## src/rtl/legv8_ctrl_pkg.sv

```systemverilog
// =====================================================================
// legv8_ctrl_pkg : shared types and encodings for the LEGv8 control FSM
// Rev 1.0
// =====================================================================
`default_nettype none

package legv8_ctrl_pkg;

  typedef enum logic [3:0] {
    S_FETCH    = 4'd0,
    S_DECODE   = 4'd1,
    S_EXEC_R   = 4'd2,
    S_WB_R     = 4'd3,
    S_MEM_ADDR = 4'd4,
    S_MEM_RD   = 4'd5,
    S_MEM_WB   = 4'd6,
    S_MEM_WR   = 4'd7,
    S_BRANCH   = 4'd8,
    S_JUMP     = 4'd9,
    S_ILLEGAL  = 4'd10
  } state_t;

  localparam logic [10:0] OP_ADD  = 11'b10001011000;
  localparam logic [10:0] OP_SUB  = 11'b11001011000;
  localparam logic [10:0] OP_AND  = 11'b10001010000;
  localparam logic [10:0] OP_ORR  = 11'b10101010000;
  localparam logic [10:0] OP_LDUR = 11'b11111000010;
  localparam logic [10:0] OP_STUR = 11'b11111000000;
  // CBZ and B carry immediate bits in the low opcode bits, so only a prefix is decoded
  localparam logic [7:0]  OP_CBZ_PFX = 8'b10110100;
  localparam logic [5:0]  OP_B_PFX   = 6'b000101;

  localparam logic [1:0] ALUOP_ADD   = 2'b00;
  localparam logic [1:0] ALUOP_PASSB = 2'b01;
  localparam logic [1:0] ALUOP_RTYPE = 2'b10;

  localparam logic [1:0] SRCB_REG    = 2'd0;
  localparam logic [1:0] SRCB_FOUR   = 2'd1;
  localparam logic [1:0] SRCB_IMM    = 2'd2;
  localparam logic [1:0] SRCB_IMM_SH = 2'd3;

  localparam logic [1:0] PCSRC_ALU    = 2'd0;
  localparam logic [1:0] PCSRC_ALUOUT = 2'd1;
  localparam logic [1:0] PCSRC_TARGET = 2'd2;

  typedef struct packed {
    logic [1:0] alu_op;
    logic       alu_src_a;
    logic [1:0] alu_src_b;
    logic       pc_write;
    logic       pc_write_cond;
    logic [1:0] pc_source;
    logic       i_or_d;
    logic       mem_read;
    logic       mem_write;
    logic       ir_write;
    logic       reg_write;
    logic       mem_to_reg;
    logic       reg2loc;
    logic       illegal_op;
  } ctrl_t;

endpackage

`default_nettype wire

```

## src/rtl/legv8_opcode_decoder.sv

```systemverilog
// =====================================================================
// legv8_opcode_decoder : classifies instruction[31:21] into control classes
// Rev 1.0
// =====================================================================
`default_nettype none

module legv8_opcode_decoder
  import legv8_ctrl_pkg::*;
(
  input  logic [10:0] opcode,
  output logic        is_r,
  output logic        is_ld,
  output logic        is_st,
  output logic        is_cbz,
  output logic        is_b,
  output logic        is_illegal
);

  always_comb begin
    is_r       = (opcode == OP_ADD) || (opcode == OP_SUB) ||
                 (opcode == OP_AND) || (opcode == OP_ORR);
    is_ld      = (opcode == OP_LDUR);
    is_st      = (opcode == OP_STUR);
    is_cbz     = (opcode[10:3] == OP_CBZ_PFX);
    is_b       = (opcode[10:5] == OP_B_PFX);
    is_illegal = !(is_r || is_ld || is_st || is_cbz || is_b);
  end

endmodule

`default_nettype wire

```

## src/rtl/legv8_multicycle_control.sv

```systemverilog
// =====================================================================
// legv8_multicycle_control : multi-cycle LEGv8 main control FSM.
// Define CTRL_PERF_CNT_EN to add retired/cycle counters.  Rev 1.0
// =====================================================================
`default_nettype none

module legv8_multicycle_control
    import legv8_ctrl_pkg::*;
#(
    parameter int CNT_W = 32
)
(
    input  logic              clk,
    input  logic              rst_n,
    input  logic [10:0]       opcode,
    input  logic              zero,
    input  logic              mem_ready,
    output logic              ALUOp1,
    output logic              ALUOp0,
    output logic              alu_src_a,
    output logic [1:0]        alu_src_b,
    output logic              pc_write,
    output logic              pc_write_cond,
    output logic [1:0]        pc_source,
    output logic              i_or_d,
    output logic              mem_read,
    output logic              mem_write,
    output logic              ir_write,
    output logic              reg_write,
    output logic              mem_to_reg,
    output logic              reg2loc,
    output logic              illegal_op
`ifdef CTRL_PERF_CNT_EN
    ,
    output logic [CNT_W-1:0]  retired_cnt,
    output logic [CNT_W-1:0]  cycle_cnt
`endif
);

    state_t r_state;
    state_t w_next;
    ctrl_t  w_ctrl;
    ctrl_t  w_out;
    logic   w_is_r, w_is_ld, w_is_st, w_is_cbz, w_is_b, w_is_illegal;

    legv8_opcode_decoder u_dec (
        .opcode     (opcode),
        .is_r       (w_is_r),
        .is_ld      (w_is_ld),
        .is_st      (w_is_st),
        .is_cbz     (w_is_cbz),
        .is_b       (w_is_b),
        .is_illegal (w_is_illegal)
    );

    always_ff @(posedge clk) begin
        if (!rst_n) r_state <= S_FETCH;
        else        r_state <= w_next;
    end

    always_comb begin
        w_next = r_state;
        w_ctrl = '0;
        unique case (r_state)
            S_FETCH: begin
                w_ctrl.mem_read  = 1'b1;
                w_ctrl.i_or_d    = 1'b0;
                w_ctrl.alu_op    = ALUOP_ADD;
                w_ctrl.alu_src_a = 1'b0;
                w_ctrl.alu_src_b = SRCB_FOUR;
                w_ctrl.pc_source = PCSRC_ALU;
                w_ctrl.ir_write  = mem_ready;
                w_ctrl.pc_write  = mem_ready;
                if (mem_ready) w_next = S_DECODE;
            end
            S_DECODE: begin
                w_ctrl.alu_op    = ALUOP_ADD;
                w_ctrl.alu_src_a = 1'b0;
                w_ctrl.alu_src_b = SRCB_IMM_SH;
                if (w_is_illegal)             w_next = S_ILLEGAL;
                else if (w_is_r)              w_next = S_EXEC_R;
                else if (w_is_ld || w_is_st)  w_next = S_MEM_ADDR;
                else if (w_is_cbz)            w_next = S_BRANCH;
                else                          w_next = S_JUMP;
            end
            S_EXEC_R: begin
                w_ctrl.alu_op    = ALUOP_RTYPE;
                w_ctrl.alu_src_a = 1'b1;
                w_ctrl.alu_src_b = SRCB_REG;
                w_next           = S_WB_R;
            end
            S_WB_R: begin
                w_ctrl.reg_write  = 1'b1;
                w_ctrl.mem_to_reg = 1'b0;
                w_next            = S_FETCH;
            end
            S_MEM_ADDR: begin
                w_ctrl.alu_op    = ALUOP_ADD;
                w_ctrl.alu_src_a = 1'b1;
                w_ctrl.alu_src_b = SRCB_IMM;
                w_next           = w_is_ld ? S_MEM_RD : S_MEM_WR;
            end
            S_MEM_RD: begin
                w_ctrl.mem_read = 1'b1;
                w_ctrl.i_or_d   = 1'b1;
                if (mem_ready) w_next = S_MEM_WB;
            end
            S_MEM_WB: begin
                w_ctrl.reg_write  = 1'b1;
                w_ctrl.mem_to_reg = 1'b1;
                w_next            = S_FETCH;
            end
            S_MEM_WR: begin
                w_ctrl.mem_write = 1'b1;
                w_ctrl.i_or_d    = 1'b1;
                w_ctrl.reg2loc   = 1'b1;
                if (mem_ready) w_next = S_FETCH;
            end
            S_BRANCH: begin
                w_ctrl.alu_op        = ALUOP_PASSB;
                w_ctrl.alu_src_a     = 1'b1;
                w_ctrl.alu_src_b     = SRCB_REG;
                w_ctrl.reg2loc       = 1'b1;
                w_ctrl.pc_write_cond = 1'b1;
                w_ctrl.pc_source     = PCSRC_ALUOUT;
                w_next               = S_FETCH;
            end
            S_JUMP: begin
                w_ctrl.pc_write  = 1'b1;
                w_ctrl.pc_source = PCSRC_TARGET;
                w_next           = S_FETCH;
            end
            S_ILLEGAL: begin
                w_ctrl.illegal_op = 1'b1;
                w_next            = S_FETCH;
            end
            default: w_next = S_FETCH;
        endcase
    end

    assign w_out = rst_n ? w_ctrl : '0;

    assign ALUOp1        = w_out.alu_op[1];
    assign ALUOp0        = w_out.alu_op[0];
    assign alu_src_a     = w_out.alu_src_a;
    assign alu_src_b     = w_out.alu_src_b;
    assign pc_write      = w_out.pc_write;
    assign pc_write_cond = w_out.pc_write_cond;
    assign pc_source     = w_out.pc_source;
    assign i_or_d        = w_out.i_or_d;
    assign mem_read      = w_out.mem_read;
    assign mem_write     = w_out.mem_write;
    assign ir_write      = w_out.ir_write;
    assign reg_write     = w_out.reg_write;
    assign mem_to_reg    = w_out.mem_to_reg;
    assign reg2loc       = w_out.reg2loc;
    assign illegal_op    = w_out.illegal_op;

`ifdef CTRL_PERF_CNT_EN
    logic [CNT_W-1:0] r_retired;
    logic [CNT_W-1:0] r_cycles;

    always_ff @(posedge clk) begin
        if (!rst_n) begin
            r_retired <= '0;
            r_cycles  <= '0;
        end else begin
            r_cycles <= r_cycles + CNT_W'(1);
            if ((r_state != S_FETCH) && (w_next == S_FETCH))
                r_retired <= r_retired + CNT_W'(1);
        end
    end

    assign retired_cnt = r_retired;
    assign cycle_cnt   = r_cycles;
`endif

endmodule

`default_nettype wire

```

## config.mk

```make
export PLATFORM = sky130hd
export DESIGN_NAME = legv8_multicycle_control
export DESIGN_NICKNAME = d
export VERILOG_FILES = /design/src/rtl/legv8_ctrl_pkg.sv /design/src/rtl/legv8_opcode_decoder.sv /design/src/rtl/legv8_multicycle_control.sv
export SDC_FILE = /design/constraint.sdc
export NUM_CORES = 1
export LEC_CHECK = 0
export CORE_MARGIN = 4
export CORE_UTILIZATION = 35
export CTS_CLUSTER_SIZE = 8
export DETAILED_ROUTE_END_ITERATION = 8
export GPL_TIMING_DRIVEN = 0
export PLACE_DENSITY = 0.77
export SLEW_MARGIN = 30
export SYNTH_ARGS = -nofsm -noshare
export SYNTH_HDL_FRONTEND = slang
export SYNTH_SLANG_ARGS = --single-unit
```

## constraint.sdc

```tcl
create_clock -name clk -period 1.9 [get_ports clk]
set_clock_uncertainty 0.1 [all_clocks]
set_input_delay 0.38 -clock clk [delete_from_list [all_inputs] [get_ports clk]]
set_output_delay 0.38 -clock clk [all_outputs]
set_load 0.01 [all_outputs]
```

==> impl_metrics.py, run 1 <==
metrics = {
    "logic_synthesis": {
        "post-synth-top-area-fraction": 0.154,
        "synth.most_common_cell": "nor2_1",
        "synth_flop_cell": "dfxtp_1",
        "ys_seq_area_frac": 0.154,
        "synth-seq-cells": 4,
        "synth-async-reset-ratio": 0,
        "syn-num-nets": 79,
        "yosysTopAreaCell": "dfxtp_1",
        "synth-edff-count": 0,
        "ys_types": 37,
        "synthTopCellsByArea": "dfxtp_1 (15%), nor2_1 (5.0%), and4bb_1 (4.8%)",
        "netlist_top_cells_count": "nor2_1 (7), nand2_1 (6), nor3_1 (5)",
        "yosysWarnings": 0,
        "synth_area_per_cell_sq_um": 8.13,
        "syn_area_sq_um": 520,
        "synth_cells": 64,
    },
    "place": {
        "placedCellCount": 109,
        "gp_congestion": 0.746,
        "numPortBuffers": 30,
        "place_ws_ps": -715,
        "hpwl_mm": 1.20,
    },
    "job": {
        "cap_violations": 0,
    },
    "worst_hold_path": {
        "hp-class": "flip-flop to flip-flop",
        "holdPathStages": 2,
    },
    "die": {
        "io_pins": 32,
        "fp.dieW_um": 46.6,
        "dieHeight_um": 46.6,
        "dieArea_sq_um": 2170,
        "core_region_area_sq_um": 1350,
        "initial_core_util": 0.386,
        "row_count": 13,
    },
    "critical_path": {
        "reg2reg_slack_ps": 490,
        "r2r_start": "r_state[2]$_SDFFE_PN0P_",
        "cp-startpoint": "r_state[3]$_SDFFE_PN0P_",
        "worstRegToRegCells": 5,
        "arrival_ps": 1370,
        "cp.required_ps": 1420,
        "start_kind": "flip-flop",
        "timing.rr.end": "r_state[0]$_SDFFE_PN0P_",
        "crit_type": "flip-flop to output pin",
        "path_max_fanout": 5,
        "crit_end": "pc_write",
        "critPathCaptureType": "output pin",
    },
    "sta": {
        "slew_violations": 0,
        "setup-tns-final_ps": 0,
        "final_hold_viol_count": 0,
        "max_clock_freq_mhz": 539,
        "max_slew_margin": 0.783,
        "finalCritPeriodShare": 0.976,
        "setup_ws_ps": 46.3,
        "min_period_ps": 1850,
        "grt_setup_unrepaired": "yes",
        "tightest_slew_ps": 321,
        "hold_slack_ps": 474,
        "setup_viol": 0,
    },
    "cells_and_area": {
        "post-route-util": 0.703,
        "reg_top3": "r_state x4",
        "layout-drive-gt1-share": 0.394,
        "finalNetCount": 116,
        "largest_reg_flops": 4,
        "top_register": "r_state",
        "fin_cells": 114,
        "antenna_cells": 0,
        "area_delta_synth_final_pct": 82.5,
        "fillers": 123,
    },
    "power": {
        "irDropWorstVdd_uv": 418,
        "leakagePower_nw": 0.401,
        "pwr_density_cell_nw_per_um2": 373,
        "p_seq_frac": 0.281,
        "p_int_w": 0.000236,
        "net-switching-power_w": 0.000119,
        "combPwrFrac": 0.415,
        "p_sw_frac": 0.335,
        "clkPwrFrac": 0.304,
    },
    "global_route": {
        "grt_max_degree": 11,
        "overflow": 0,
        "grt_pass1_vias": 628,
        "antenna_found_initial": 0,
        "grt_usage": 0.166,
        "grt_first_pass_wirelength_mm": 2.52,
    },
    "drt": {
        "drt_iter0_markers": 1,
        "vias_per_cell": 5.63,
        "drc": 0,
        "drtAntennaViolNets": 0,
        "dr.pass1.iters": 3,
        "totalWireLength_mm": 1.62,
        "wl_per_cell_um": 14.2,
        "vias": 642,
    },
    "clock_network": {
        "clk_pin_slew_ps": 40,
        "cts_max_level": 1,
        "insertion_delay_ps": 240,
        "clockBufferDepth": 2,
        "cts_buffers": 3,
        "clock_sinks": 4,
        "cts-root-buf": "clkbuf_4",
        "cts_tree": "done",
    },
    "run_status": {
        "outcome": "completed",
    },
}
==> placed cells by master, fill, tap and decap left out, types with 2 or more instances in the layout <==
cell type,Yosys,routed
nand2_1,6,3
or2_1,2,2
nor3_1,5,5
nor4_4,0,3
o21a_1,2,2
nand2_2,0,3
buf_4,2,4
clkdlybuf4s50_1,0,11
dfxtp_2,0,2
dfxtp_4,0,2
nor2_1,7,5
buf_2,2,5
buf_6,1,2
clkdlybuf4s15_1,0,2
clkbuf_4,0,3
o21ai_0,2,2
and4bb_1,2,2
dlygate4sd2_1,0,9
xor2_1,2,2
a21oi_1,2,2
==> power by group through the flow <==
stage	Combinational, W	Clock, W	Sequential [W]
6_report	0.000147	0.000108	0.0000995
5_1_grt	0.000159	0.000115	0.000100
4_1_cts	0.000142	0.000115	0.0000998
3_5_place_dp	0.000143	0	0.0000945
3_3_place_gp	0.000143	0	0.0000941
2_1_floorplan	0.0000707	0	0.0000936
==> layer usage <==
layer,routed length [um],global-route usage,vias up,part of all wire
met5,0,0,-,0
li1,-,-,316,-
met2,805,0.321,33,0.50
met4,46,0.102,0,0.028
met1,600,0.165,288,0.37
met3,171,0.0117,5,0.11
==> worst max-delay path: stages, from the launching register on <==
cell	delay (ps)
dfxtp_2	390
nand2b_4	160
nor3_4	40
and3_1	190
or2_1	210
buf_2	140
==> metrics by stage <==
stage / area [sq um] / power [W]
after floorplan: 520 / 0.000164
after global placement: 840 / 0.000237
after detailed placement: 840 / 0.000238
after CTS: 953 / 0.000356
after global routing: 950 / 0.000374
final: 950 / 0.000355
==> cells by family (layout without fill, tap and decap cells) <==
logic type                Yosys count  after routing  share of synthesized area
AOI/OAI and AO/OA                  16             16                      0.269
buffers and inverters               7             42                     0.0889
DFF                                 4              4                      0.154
muxes                               1              1                     0.0192
and+or+nand+nor                    33             33                      0.418
xor gates and xnor gates            3              3                     0.0505
==> area by class of cell <==
cell class                 instances  area (sq um)  area share
multi-input combinational         53           458       0.482
sequential                         4          90.1      0.0949
timing repair buffer              34           313       0.329
buffer                             3          37.5      0.0395
inverter                           2          10.0      0.0105
clock buffer                       3          22.5      0.0237
tap                               15          18.8      0.0198
==> worst min-delay path by stage <==
stage,from,to,slack [ps]
after CTS,r_state[3]$_SDFFE_PN0P_,r_state[2]$_SDFFE_PN0P_,470
final,r_state[3]$_SDFFE_PN0P_,r_state[2]$_SDFFE_PN0P_,470
after floorplan,opcode[0],r_state[3]$_SDFFE_PN0P_,440
after global routing,r_state[3]$_SDFFE_PN0P_,r_state[2]$_SDFFE_PN0P_,500
after global placement,r_state[2]$_SDFFE_PN0P_,r_state[3]$_SDFFE_PN0P_,540
after detailed placement,r_state[2]$_SDFFE_PN0P_,r_state[3]$_SDFFE_PN0P_,540
==> what timing repair did <==
item,in CTS,in global routing
endpoints found under the setup margin,17,8
cloned,1,0
setup buffers,1,2
hold buffers,0,0
gates resized for setup,53,11
pin swaps,1,0
Power figures use the tool's default switching activity.
==> run 2: changes to the inputs <==
Settings changed: CORE_UTILIZATION 35 to 37, CTS_BUF_LIST set to sky130_fd_sc_hd__clkbuf_8, GPL_ROUTABILITY_DRIVEN set to 0, PLACE_DENSITY 0.77 to 0.8.
==> impl_metrics.py, run 2 (synthesis results as in run 1) <==
metrics = {
    "cells_and_area": {
        "fillers": 117,
        "reg_top3": "r_state x4",
        "antenna_cells": 0,
        "largest_reg_flops": 4,
        "finalNetCount": 118,
        "layout-drive-gt1-share": 0.347,
        "layout_common_cells": "dlygate4sd2_1 (14), clkdlybuf4s50_1 (11), nor2_1 (6), buf_4 (6)",
        "top_register": "r_state",
        "area_delta_synth_final_pct": 83.9,
        "final_common_cell": "dlygate4sd2_1",
    },
    "sta": {
        "setup_viol": 1,
        "min_period_ps": 1900,
        "max_slew_margin": 0.797,
        "max_clock_freq_mhz": 526,
        "setup_ws_ps": -2.64,
        "finalCritPeriodShare": 1.00,
        "grt_setup_unrepaired": "yes",
        "slew_violations": 0,
        "tightest_slew_ps": 299,
        "final_hold_viol_count": 0,
    },
    "drt": {
        "vias": 643,
        "wl_per_cell_um": 14.1,
        "drtAntennaViolNets": 0,
        "totalWireLength_mm": 1.63,
        "dr.pass1.iters": 4,
        "vias_per_cell": 5.54,
        "drc": 0,
        "drt_iter0_markers": 4,
    },
    "die": {
        "initial_core_util": 0.395,
        "row_count": 13,
        "io_pins": 32,
        "dieArea_sq_um": 2070,
        "fp.dieW_um": 45.5,
        "dieHeight_um": 45.5,
        "core_region_area_sq_um": 1320,
    },
    "critical_path": {
        "worstRegToRegCells": 4,
        "arrival_ps": 1420,
        "crit_type": "input port to output pin",
        "timing.rr.end": "r_state[1]$_SDFFE_PN0P_",
        "path_max_fanout": 4,
        "start_kind": "input port",
        "critPathCaptureType": "output pin",
        "crit_end": "reg2loc",
        "reg2reg_slack_ps": 620,
        "cp.required_ps": 1420,
        "cp-startpoint": "rst_n",
        "r2r_start": "r_state[2]$_SDFFE_PN0P_",
    },
    "clock_network": {
        "cts-root-buf": "clkbuf_8",
        "insertion_delay_ps": 220,
        "cts_max_level": 1,
        "clock_sinks": 4,
        "clk_pin_slew_ps": 30,
        "cts_tree": "done",
        "holdBufCountCts": 0,
        "clockBufferDepth": 2,
        "cts_buffers": 3,
    },
    "run_status": {
        "outcome": "finished, violations left",
        "violations": "negative setup slack",
    },
    "global_route": {
        "grt_usage": 0.176,
        "grt_max_degree": 11,
        "grt_first_pass_wirelength_mm": 2.61,
        "overflow": 0,
        "grt_pass1_vias": 598,
        "antenna_found_initial": 0,
    },
    "power": {
        "leakagePower_nw": 0.418,
        "net-switching-power_w": 0.000126,
        "p_seq_frac": 0.228,
        "fin_total_pwr_w": 0.000432,
        "p_int_w": 0.000306,
        "clkPwrFrac": 0.417,
        "combPwrFrac": 0.355,
        "pwr_density_cell_nw_per_um2": 451,
        "p_sw_frac": 0.291,
        "irDropWorstVdd_uv": 677,
    },
    "place": {
        "hpwl_mm": 1.16,
        "place_ws_ps": -705,
        "numPortBuffers": 30,
    },
    "worst_hold_path": {
        "hp-class": "flip-flop to flip-flop",
    },
    "job": {
        "cap_violations": 0,
    },
}
==> run 2: cell types whose count changed in the layout (fill, tap and decap cells not counted), moves of 3 or more <==
cell and delta:
buf_2 -5, dlygate4sd2_1 +5, clkbuf_4 -3, clkbuf_8 +3
==> run 2: worst min-delay path by stage <==
stage / start / endpoint / cells past startpoint
after floorplan: opcode[0] / r_state[3]$_SDFFE_PN0P_ / 2
after detailed placement: r_state[2]$_SDFFE_PN0P_ / r_state[3]$_SDFFE_PN0P_ / 3
final: r_state[2]$_SDFFE_PN0P_ / r_state[3]$_SDFFE_PN0P_ / 3
after global placement: r_state[3]$_SDFFE_PN0P_ / r_state[2]$_SDFFE_PN0P_ / 2
after CTS: r_state[3]$_SDFFE_PN0P_ / r_state[2]$_SDFFE_PN0P_ / 2
after global routing: r_state[2]$_SDFFE_PN0P_ / r_state[3]$_SDFFE_PN0P_ / 3
==> run 2: stage by stage <==
step	area (sq um)	std cells	hold slack [ps]	util	TNS, ps
6_report	957	116	495	0.726	-2.64
5_1_grt	957	116	525	0.726	-67.9
4_1_cts	931	113	456	0.707	0
3_5_place_dp	840	109	535	0.637	-8140
3_3_place_gp	840	109	546	0.637	-8030
2_1_floorplan	520	64	438	-	0
==> run 2: final cells by class <==
| cell class | instances | area, sq um | area share |
|---|---|---|---|
| plain buffers | 4 | 50.0 | 0.0523 |
| clock buffers | 3 | 41.3 | 0.0431 |
| inverters | 2 | 10.0 | 0.0105 |
| multi-input cells | 53 | 438 | 0.458 |
| flip-flops and latches | 4 | 92.6 | 0.0967 |
| well taps | 15 | 18.8 | 0.0196 |
| repair buffers | 35 | 307 | 0.320 |
==> run 2: worst max-delay path, stage by stage <==
cell and delay, ps:
clkdlybuf4s15_2 230, nor2b_4 150, nand2_1 110, nor2_1 60, or2_1 200, dlygate4sd2_1 280
==> run 2: power groups by stage <==
stage	sequential, W	clock [W]	combinational, W
final	0.0000986	0.000180	0.000153
after global routing	0.0000997	0.000191	0.000167
after CTS	0.0000977	0.000183	0.000142
after detailed placement	0.0000943	0	0.000144
after global placement	0.0000941	0	0.000143
after floorplan	0.0000936	0	0.0000707
==> run 2: per-layer routing <==
metal  wire, um  global-route usage
met1        639               0.200
met2        791               0.304
met3        166              0.0277
met4         33               0.105
met5          0                   0
==> run 2: what timing repair did <==
action                     4_1_cts  5_1_grt
gates resized for setup         40        9
buffers inserted                 2        3
setup endpoints to repair       17        6
pin swaps                        0        1
hold endpoints to repair         0        0
==> run 3: changes to the inputs <==
Settings changed: TNS_END_PERCENT set to 50.
==> impl_metrics.py, run 3 (synthesis results as in run 1) <==
metrics = {
    "drt": {
        "vias_per_cell": 5.55,
        "dr.pass1.iters": 4,
        "vias": 638,
        "totalWireLength_mm": 1.59,
        "drt_iter0_markers": 7,
        "drc": 0,
        "wl_per_cell_um": 13.8,
        "drtAntennaViolNets": 0,
    },
    "cells_and_area": {
        "layout-drive-gt1-share": 0.320,
        "final_common_cell": "dlygate4sd2_1",
        "post-route-util": 0.727,
        "top_register": "r_state",
        "fin_cells": 115,
        "reg_top3": "r_state x4",
        "fillers": 115,
        "finalNetCount": 117,
        "antenna_cells": 0,
        "layout_common_cells": "dlygate4sd2_1 (15), clkdlybuf4s50_1 (11), nor2_1 (6)",
        "final_area_sq_um": 958,
        "largest_reg_flops": 4,
        "area_delta_synth_final_pct": 84.1,
    },
    "sta": {
        "max_clock_freq_mhz": 524,
        "grt_setup_unrepaired": "yes",
        "max_slew_margin": 0.798,
        "setup_ws_ps": -7.39,
        "finalCritPeriodShare": 1.00,
        "final_hold_viol_count": 0,
        "setup_viol": 2,
        "min_period_ps": 1910,
        "tightest_slew_ps": 299,
        "hold_slack_ps": 494,
        "slew_violations": 0,
    },
    "critical_path": {
        "arrival_ps": 1430,
        "crit_type": "flip-flop to output pin",
        "start_kind": "flip-flop",
        "critPathCaptureType": "output pin",
        "cp.required_ps": 1420,
        "path_max_fanout": 5,
    },
    "clock_network": {
        "insertion_delay_ps": 220,
        "cts-root-buf": "clkbuf_8",
        "cts_tree": "done",
        "clockBufferDepth": 2,
        "clk_pin_slew_ps": 30,
        "clock_sinks": 4,
        "holdBufCountCts": 0,
        "cts_buffers": 3,
        "cts_max_level": 1,
    },
    "global_route": {
        "antenna_found_initial": 0,
        "grt_first_pass_wirelength_mm": 2.61,
        "grt_max_degree": 11,
        "overflow": 0,
        "grt_usage": 0.176,
        "grt_pass1_vias": 598,
    },
    "worst_hold_path": {
        "hp-class": "flip-flop to flip-flop",
    },
    "die": {
        "dieArea_sq_um": 2070,
        "row_count": 13,
        "fp.dieW_um": 45.5,
        "core_region_area_sq_um": 1320,
        "initial_core_util": 0.395,
        "dieHeight_um": 45.5,
        "io_pins": 32,
    },
    "place": {
        "placedCellCount": 109,
        "place_area_sq_um": 840,
        "numPortBuffers": 30,
        "hpwl_mm": 1.16,
    },
    "run_status": {
        "outcome": "finished, violations left",
        "violations": "negative setup slack",
    },
    "job": {
        "cap_violations": 0,
    },
    "power": {
        "irDropWorstVdd_uv": 678,
        "pwr_density_cell_nw_per_um2": 448,
        "leakagePower_nw": 0.416,
    },
}
==> run 3: metal layers <==
metal | up-vias | wire length, um | track usage
met5 | - | 0 | 0
met4 | 0 | 33 | 0.105
met3 | 4 | 157 | 0.0277
met2 | 31 | 787 | 0.304
li1 | 316 | - | -
met1 | 287 | 613 | 0.200
==> run 3: layout make-up <==
type                       instances  area (sq um)  area share
inverter                           2          10.0      0.0104
multi-input combinational         53           438       0.457
buffer                             4          50.0      0.0522
sequential                         4          92.6      0.0966
tap                               15          18.8      0.0196
timing repair buffer              34           308       0.321
clock buffer                       3          41.3      0.0431
==> run 3: worst paths after layout <==
path | cells past startpoint | endpoint | startpoint | slack [ps]
setup / recovery | 5 | pc_write | r_state[3]$_SDFFE_PN0P_ | -7
setup reg to reg | 4 | r_state[1]$_SDFFE_PN0P_ | r_state[2]$_SDFFE_PN0P_ | 630
hold / removal | 3 | r_state[3]$_SDFFE_PN0P_ | r_state[2]$_SDFFE_PN0P_ | 490
hold reg to reg | 3 | r_state[3]$_SDFFE_PN0P_ | r_state[2]$_SDFFE_PN0P_ | 490
==> run 3: what timing repair did <==
action | in CTS | in global routing
buffers inserted | 2 | 2
resized for setup | 40 | 6
setup endpoints to repair | 17 | 6
==> run 3: stage by stage <==
| step | total power (W) | setup WS, ps | TNS [ps] |
|---|---|---|---|
| floorplan | 0.000164 | 41.0 | 0 |
| global placement | 0.000237 | -713 | -8030 |
| detailed placement | 0.000238 | -705 | -8140 |
| CTS | 0.000422 | 2.54 | 0 |
| global route | 0.000455 | -54.9 | -108 |
| finish | 0.000429 | -7.39 | -9.29 |
==> run 3: where the power goes <==
group          total [W]  switching (W)  internal [W]
clock           0.000180      0.0000449      0.000135
sequential     0.0000987      0.0000110     0.0000877
combinational   0.000151      0.0000689     0.0000816
==> run 3: worst max-delay path, cell delays in order, from the launching register on <==
cell and delay [ps]:
dfxtp_4 360, nand2b_4 160, nor3_4 160, and3_4 210, or2_1 90, clkdlybuf4s15_1 230
